<file path="src/rtl/cpu_pkg.sv">
// Shared CPU definitions for the instruction register and datapath.
// Holds the instruction field bit positions, the instruction format
// enum, the opcodes that select a format, and a helper function
// that classifies an opcode into its format.
package cpu_pkg;

  localparam int OPCODE_HI = 31;
  localparam int OPCODE_LO = 26;
  localparam int RS_HI     = 25;
  localparam int RS_LO     = 21;
  localparam int RT_HI     = 20;
  localparam int RT_LO     = 16;
  localparam int RD_HI     = 15;
  localparam int RD_LO     = 11;
  localparam int SHAMT_HI  = 10;
  localparam int SHAMT_LO  = 6;
  localparam int FUNCT_HI  = 5;
  localparam int FUNCT_LO  = 0;
  localparam int IMME_HI   = 15;
  localparam int IMME_LO   = 0;
  localparam int JADDR_HI  = 25;
  localparam int JADDR_LO  = 0;

  localparam logic [5:0] OP_RTYPE = 6'h00;
  localparam logic [5:0] OP_J     = 6'h02;
  localparam logic [5:0] OP_JAL   = 6'h03;

  typedef enum logic [1:0] {
    FMT_R = 2'd0,
    FMT_I = 2'd1,
    FMT_J = 2'd2
  } fmt_t;

  // R for opcode 0, J for the two jump opcodes, I for everything else.
  // The value 3 can never come out of this function.
  function automatic fmt_t decode_fmt(input logic [5:0] op);
    fmt_t f;
    if (op == OP_RTYPE)                    f = FMT_R;
    else if (op == OP_J || op == OP_JAL)   f = FMT_J;
    else                                   f = FMT_I;
    return f;
  endfunction

endpackage

</file>
<file path="src/rtl/ir_fifo.sv">
// Prefetch queue for the instruction register: a circular buffer of
// DEPTH 32-bit words with naturally wrapping read/write pointers.
// Ports:
//   clk, rst       - clock and synchronous active-high reset
//   flush          - drop all queued words (pointers and count cleared)
//   push           - write data into the tail (caller guarantees !full)
//   pop            - advance the head (caller guarantees count > 0)
//   data           - word to write on push
//   head           - word at the head of the queue
//   full           - count has reached DEPTH
//   count          - occupancy, 0..DEPTH
module ir_fifo
  import cpu_pkg::*;
#(
  parameter int DEPTH = 4
) (
  input  logic                     clk,
  input  logic                     rst,
  input  logic                     flush,
  input  logic                     push,
  input  logic                     pop,
  input  logic [31:0]              data,
  output logic [31:0]              head,
  output logic                     full,
  output logic [$clog2(DEPTH):0]   count
);

  localparam int AW = $clog2(DEPTH);
  localparam int CW = AW + 1;
  localparam logic [CW-1:0] FULL_COUNT = CW'(DEPTH);

  logic [31:0]   mem [DEPTH];
  logic [AW-1:0] wr_ptr;
  logic [AW-1:0] rd_ptr;

  assign head = mem[rd_ptr];
  assign full = (count == FULL_COUNT);

  // Storage needs no reset; an entry is only read after it was pushed.
  always_ff @(posedge clk) begin
    if (!rst && !flush && push) begin
      mem[wr_ptr] <= data;
    end
  end

  // Pointer/count bookkeeping. A simultaneous push and pop moves both
  // pointers and leaves the occupancy unchanged.
  always_ff @(posedge clk) begin
    if (rst || flush) begin
      wr_ptr <= '0;
      rd_ptr <= '0;
      count  <= '0;
    end else begin
      if (push) wr_ptr <= wr_ptr + 1'b1;
      if (pop)  rd_ptr <= rd_ptr + 1'b1;
      if (push && !pop)      count <= count + 1'b1;
      else if (pop && !push) count <= count - 1'b1;
    end
  end

endmodule

</file>
<file path="src/rtl/ir_queue.sv">
// Instruction register with prefetch queue for the multicycle CPU.
// Fetched words enter an ir_fifo via a valid/ready handshake; the
// ir_write strobe moves the head word into the IR, whose fields are
// decoded combinationally for the register file and ALU.
// Optional feature: define IR_BYPASS_EN to let an ir_write with an
// empty queue take in_inst directly (zero-cycle fetch-to-IR).
// Ports:
//   clk, rst                - clock, synchronous active-high reset
//   flush                   - discard queue and invalidate IR
//   in_valid/in_inst/in_ready - memory-side handshake
//   ir_write                - load next instruction into the IR
//   ir_valid                - IR holds a valid instruction
//   opcode..jaddr, imme_ext - decoded IR fields
//   fmt                     - instruction format (R=0, I=1, J=2)
//   count                   - queue occupancy
module ir_queue
  import cpu_pkg::*;
#(
  parameter int DEPTH = 4,
  parameter int XLEN  = 32
) (
  input  logic                     clk,
  input  logic                     rst,
  input  logic                     flush,
  input  logic                     in_valid,
  input  logic [31:0]              in_inst,
  output logic                     in_ready,
  input  logic                     ir_write,
  output logic                     ir_valid,
  output logic [5:0]               opcode,
  output logic [4:0]               rs,
  output logic [4:0]               rt,
  output logic [4:0]               rd,
  output logic [4:0]               shamt,
  output logic [5:0]               funct,
  output logic [15:0]              imme,
  output logic [XLEN-1:0]          imme_ext,
  output logic [25:0]              jaddr,
  output logic [1:0]               fmt,
  output logic [$clog2(DEPTH):0]   count
);

  logic [31:0] ir;
  logic [31:0] head;
  logic        full;
  logic        queue_empty;
  logic        bypass_take;
  logic        push;
  logic        pop;

  assign queue_empty = (count == '0);
  assign in_ready    = !rst && !full;

`ifdef IR_BYPASS_EN
  // An empty-queue load grabs the incoming word; it never enters the queue.
  assign bypass_take = ir_write && queue_empty && in_valid;
`else
  assign bypass_take = 1'b0;
`endif

  assign push = in_valid && in_ready && !flush && !bypass_take;
  assign pop  = ir_write && !queue_empty && !flush;

  ir_fifo #(.DEPTH(DEPTH)) u_fifo (
    .clk   (clk),
    .rst   (rst),
    .flush (flush),
    .push  (push),
    .pop   (pop),
    .data  (in_inst),
    .head  (head),
    .full  (full),
    .count (count)
  );

  // IR load. Flush only invalidates; the stale IR contents are kept.
  // A load with nothing available is a bubble that leaves the IR as is.
  always_ff @(posedge clk) begin
    if (rst) begin
      ir       <= '0;
      ir_valid <= 1'b0;
    end else if (flush) begin
      ir_valid <= 1'b0;
    end else if (ir_write) begin
      if (!queue_empty) begin
        ir       <= head;
        ir_valid <= 1'b1;
      end else if (bypass_take) begin
        ir       <= in_inst;
        ir_valid <= 1'b1;
      end else begin
        ir_valid <= 1'b0;
      end
    end
  end

  assign opcode   = ir[OPCODE_HI:OPCODE_LO];
  assign rs       = ir[RS_HI:RS_LO];
  assign rt       = ir[RT_HI:RT_LO];
  assign rd       = ir[RD_HI:RD_LO];
  assign shamt    = ir[SHAMT_HI:SHAMT_LO];
  assign funct    = ir[FUNCT_HI:FUNCT_LO];
  assign imme     = ir[IMME_HI:IMME_LO];
  assign jaddr    = ir[JADDR_HI:JADDR_LO];
  assign imme_ext = {{(XLEN-16){imme[15]}}, imme};
  assign fmt      = decode_fmt(opcode);

endmodule
</file>
<file path="config.mk">
export PLATFORM = sky130hd
export DESIGN_NAME = ir_queue
export DESIGN_NICKNAME = d
export VERILOG_FILES = /design/src/rtl/cpu_pkg.sv /design/src/rtl/ir_fifo.sv /design/src/rtl/ir_queue.sv
export SDC_FILE = /design/constraint.sdc
export NUM_CORES = 1
export LEC_CHECK = 0
export ABC_AREA = 1
export BUFFER_PORTS_ARGS = -buffer_cell sky130_fd_sc_hd__buf_2
export CAP_MARGIN = 20
export CORE_UTILIZATION = 27
export DETAILED_ROUTE_END_ITERATION = 16
export SLEW_MARGIN = 0
export SYNTH_ARGS = -nofsm -noshare
export SYNTH_HDL_FRONTEND = slang
export SYNTH_SLANG_ARGS = --single-unit
</file>
<file path="constraint.sdc">
create_clock -name clk -period 2.77 [get_ports clk]
set_clock_uncertainty 0.15 [all_clocks]
set_input_delay 0.1385 -clock clk [delete_from_list [all_inputs] [get_ports clk]]
set_output_delay 0.1385 -clock clk [all_outputs]
set_load 0.05 [all_outputs]
</file>
==> flow_summary.json <==
{
  "critical_path.max_stage_delay_ns": 0.52,
  "synthCells": 855,
  "fillers": 2852,
  "required_ns": 2.94,
  "synth_area_mm2": 0.00774,
  "gr-total-overflow": 0,
  "synth_edf_count": 128,
  "slew_violations": 0,
  "finalSetupViolCount": 0,
  "firstDrtPassIters": 5,
  "status": "finished, final reports clean",
  "max_freq_mhz": 452,
  "period_minus_slack_ns": 2.21,
  "setup.worst_path.end_class": "register",
  "startpoint_type": "input port",
  "antenna_found_initial": 3,
  "power_density_mw_per_mm2": 606,
  "ys_ff_latch": 168,
  "dp.final_hpwl_um": 9930,
  "numClockSinks": 168,
  "grt_max_degree": 66,
  "gp_congestion": 0.789,
  "synth_nets": 898,
  "clk_pin_slew_worst_paths_ns": 0.06,
  "drive_gt1_share_pct": 20.5,
  "die_height_um": 171,
  "vias": 5277,
  "total_power_mw": 5.66,
  "drt-initial-drc-count": 351,
  "synth_warnings": 0,
  "ctsHtreeMaxLevel": 4,
  "cts_tree": "built",
  "area_growth_pct": 20.7,
  "rr_worst_depth": 13,
  "leakage_nw": 4.58,
  "layout.nets": 1009,
  "routedWlPerCell_um": 11.7,
  "slew-limit-headroom_pct": 50.5,
  "portBuffers": 149,
  "place_area_mm2": 0.00835,
  "cap_violations": 0,
  "wirelength_um": 15900,
  "syn_avg_cell_area_um2": 9.05,
  "timing.critical_path.cells": "dlygate4sd3_1 -> buf_2 -> nor2_1 -> inv_1 -> nor2_4 -> ha_1 -> inv_1 -> fa_1 -> inv_1 -> nand2_1 -> nand3_1 -> nand2_1 -> nand2_1 -> nor2_1",
  "rows": 61,
  "cp_max_fo": 6,
  "final.setup.tns_ns": 0,
  "routed_via_density": 3.88,
  "grt_use_total_pct": 11.3,
  "top_level_ports": 150,
  "final_area_mm2": 0.00934,
  "worst_hold_path_type": "in -> reg",
  "ant_nets": 0,
  "post-route-period-util_pct": 79.8,
  "die_x_um": 171,
  "ir_drop_mv": 0.445,
  "timing_worst_setup_path_type": "in -> reg",
  "dieArea_mm2": 0.0293,
  "worst_pin_slew_ns": 0.743,
  "grt_pass1_wl_um": 25200,
  "arrival_ns": 2.38,
  "synthArstFlopShare_pct": 0,
  "rsz0062_at_grt": "no",
  "final_hold_viol_count": 0,
  "numCtsBuffers": 17,
  "dp_cells": 1287,
  "ys_types": 22,
  "cts_max_path_buffers": 2,
  "post_cts.repair.setup_buffers": 0,
  "min_path_cells": 2,
  "final_cells": 1359,
  "cpMaxStageDelayCell": "dlygate4sd3_1",
  "cts_root_buf": "clkbuf_16",
  "first_global_vias": 4857,
  "synth_ff_type": "edfxtp_1",
  "clock_latency_ns": 0.42,
  "start_util_pct": 27.6,
  "drc": 0,
  "yosysSeqAreaShare_pct": 60.0,
  "core_area_mm2": 0.0280
}
==> kinds of logic (layout without fill, tap and decap cells) <==
group / Yosys count / after routing / share of synthesized area (%)
buffers and inverters: 282 / 406 / 18.0
other: 0 / 2 / 0
xor gates and xnor gates: 1 / 1 / 0.113
AOI/OAI and AO/OA: 8 / 8 / 0.517
and+or+nand+nor: 390 / 390 / 20.3
adders and majority gates: 6 / 6 / 1.07
DFF: 168 / 168 / 60.0
==> metrics by stage <==
stage          utilization (%)  setup slack [ns]  hold slack, ns
2_1_floorplan                -            -0.417          0.0874
3_3_place_gp              29.8             0.642           0.207
3_5_place_dp              29.8             0.570           0.206
4_1_cts                   33.3            0.0279           0.136
5_1_grt                   33.3             0.412           0.328
6_report                  33.3             0.560           0.334
==> routing by layer <==
metal | track usage (%) | part of all wire (%) | wire length (µm) | vias to the layer above
met5 | 0 | 0.063 | 10 | -
met4 | 4.35 | 1.8 | 292 | 2
met3 | 2.88 | 5.1 | 807 | 20
met2 | 19.3 | 48 | 7620 | 141
met1 | 13.6 | 45 | 7220 | 2381
li1 | - | - | - | 2733
==> flip-flops by register name (all words and copies together) (netlist names) <==
signal	cells
u_fifo.mem	128
ir	32
u_fifo.count	3
u_fifo.rd_ptr	2
u_fifo.wr_ptr	2
ir_valid	1
==> final timing paths <==
kind,start,to,slack (ns)
worst max-delay path,flush,u_fifo.count[2],0.56
worst min-delay path,in_inst[18],u_fifo.mem[0][18],0.33
worst min register to register,ir_valid,ir_valid,0.34
worst max register to register,u_fifo.count[0],u_fifo.count[2],0.64
==> where the power goes <==
| group | internal [mW] | switching (mW) | total, mW |
|---|---|---|---|
| Clock | 1.43 | 0.947 | 2.38 |
| Combinational | 0.140 | 0.372 | 0.512 |
| Sequential | 2.75 | 0.0230 | 2.77 |
==> repair_timing <==
item,CTS,global route
endpoints found under the setup margin,0,97
hold endpoints to repair,136,2
hold buffers,38,1
gates resized for setup,0,2
==> layout by cell type, fill, tap and decap left out, types with 2 or more instances in the layout <==
cell	count
buf_2	149
clkinvlp_4	3
inv_1	174
clkbuf_16	17
bufinv_16	3
dlygate4sd3_1	38
inv_2	3
dfxtp_2	2
o21ai_0	3
diode_2	2
a21oi_1	5
dfxtp_1	38
clkinv_2	3
ha_1	5
clkinv_1	2
nand2_1	239
buf_4	9
edfxtp_1	128
nor2_4	6
nand3_1	67
nor2_1	74
==> worst max-delay path: cells and delay by family <==
| family | cells | cell delay (ns) |
|---|---|---|
| buffers and inverters | 5 | 0.98 |
| and+or+nand+nor | 7 | 0.67 |
| adders and majority gates | 2 | 0.58 |
==> synth_stat cells, types with 2 or more instances <==
library cell | count | area, µm²
o21ai_0 | 3 | 15.0
nand2_1 | 239 | 897
nor2_1 | 79 | 297
a21oi_1 | 5 | 25.0
ha_1 | 5 | 62.6
dfxtp_1 | 40 | 801
inv_2 | 2 | 7.51
edfxtp_1 | 128 | 3840
nand3_1 | 67 | 335
buf_6 | 3 | 33.8
inv_1 | 175 | 657
clkbuf_1 | 8 | 30.0
buf_2 | 16 | 80.1
buf_4 | 77 | 578
==> area by class of cell <==
type / count / area [µm²] / share of cell area, %
flip-flops and latches: 168 / 4650 / 49.8
multi-input cells: 405 / 1740 / 18.6
repair buffers: 197 / 1210 / 13.0
inverters: 177 / 664 / 7.11
well taps: 378 / 473 / 5.06
clock buffers: 19 / 443 / 4.74
clock inverters: 13 / 153 / 1.63
diodes: 2 / 5.00 / 0.0536
Power figures use the tool's default switching activity.
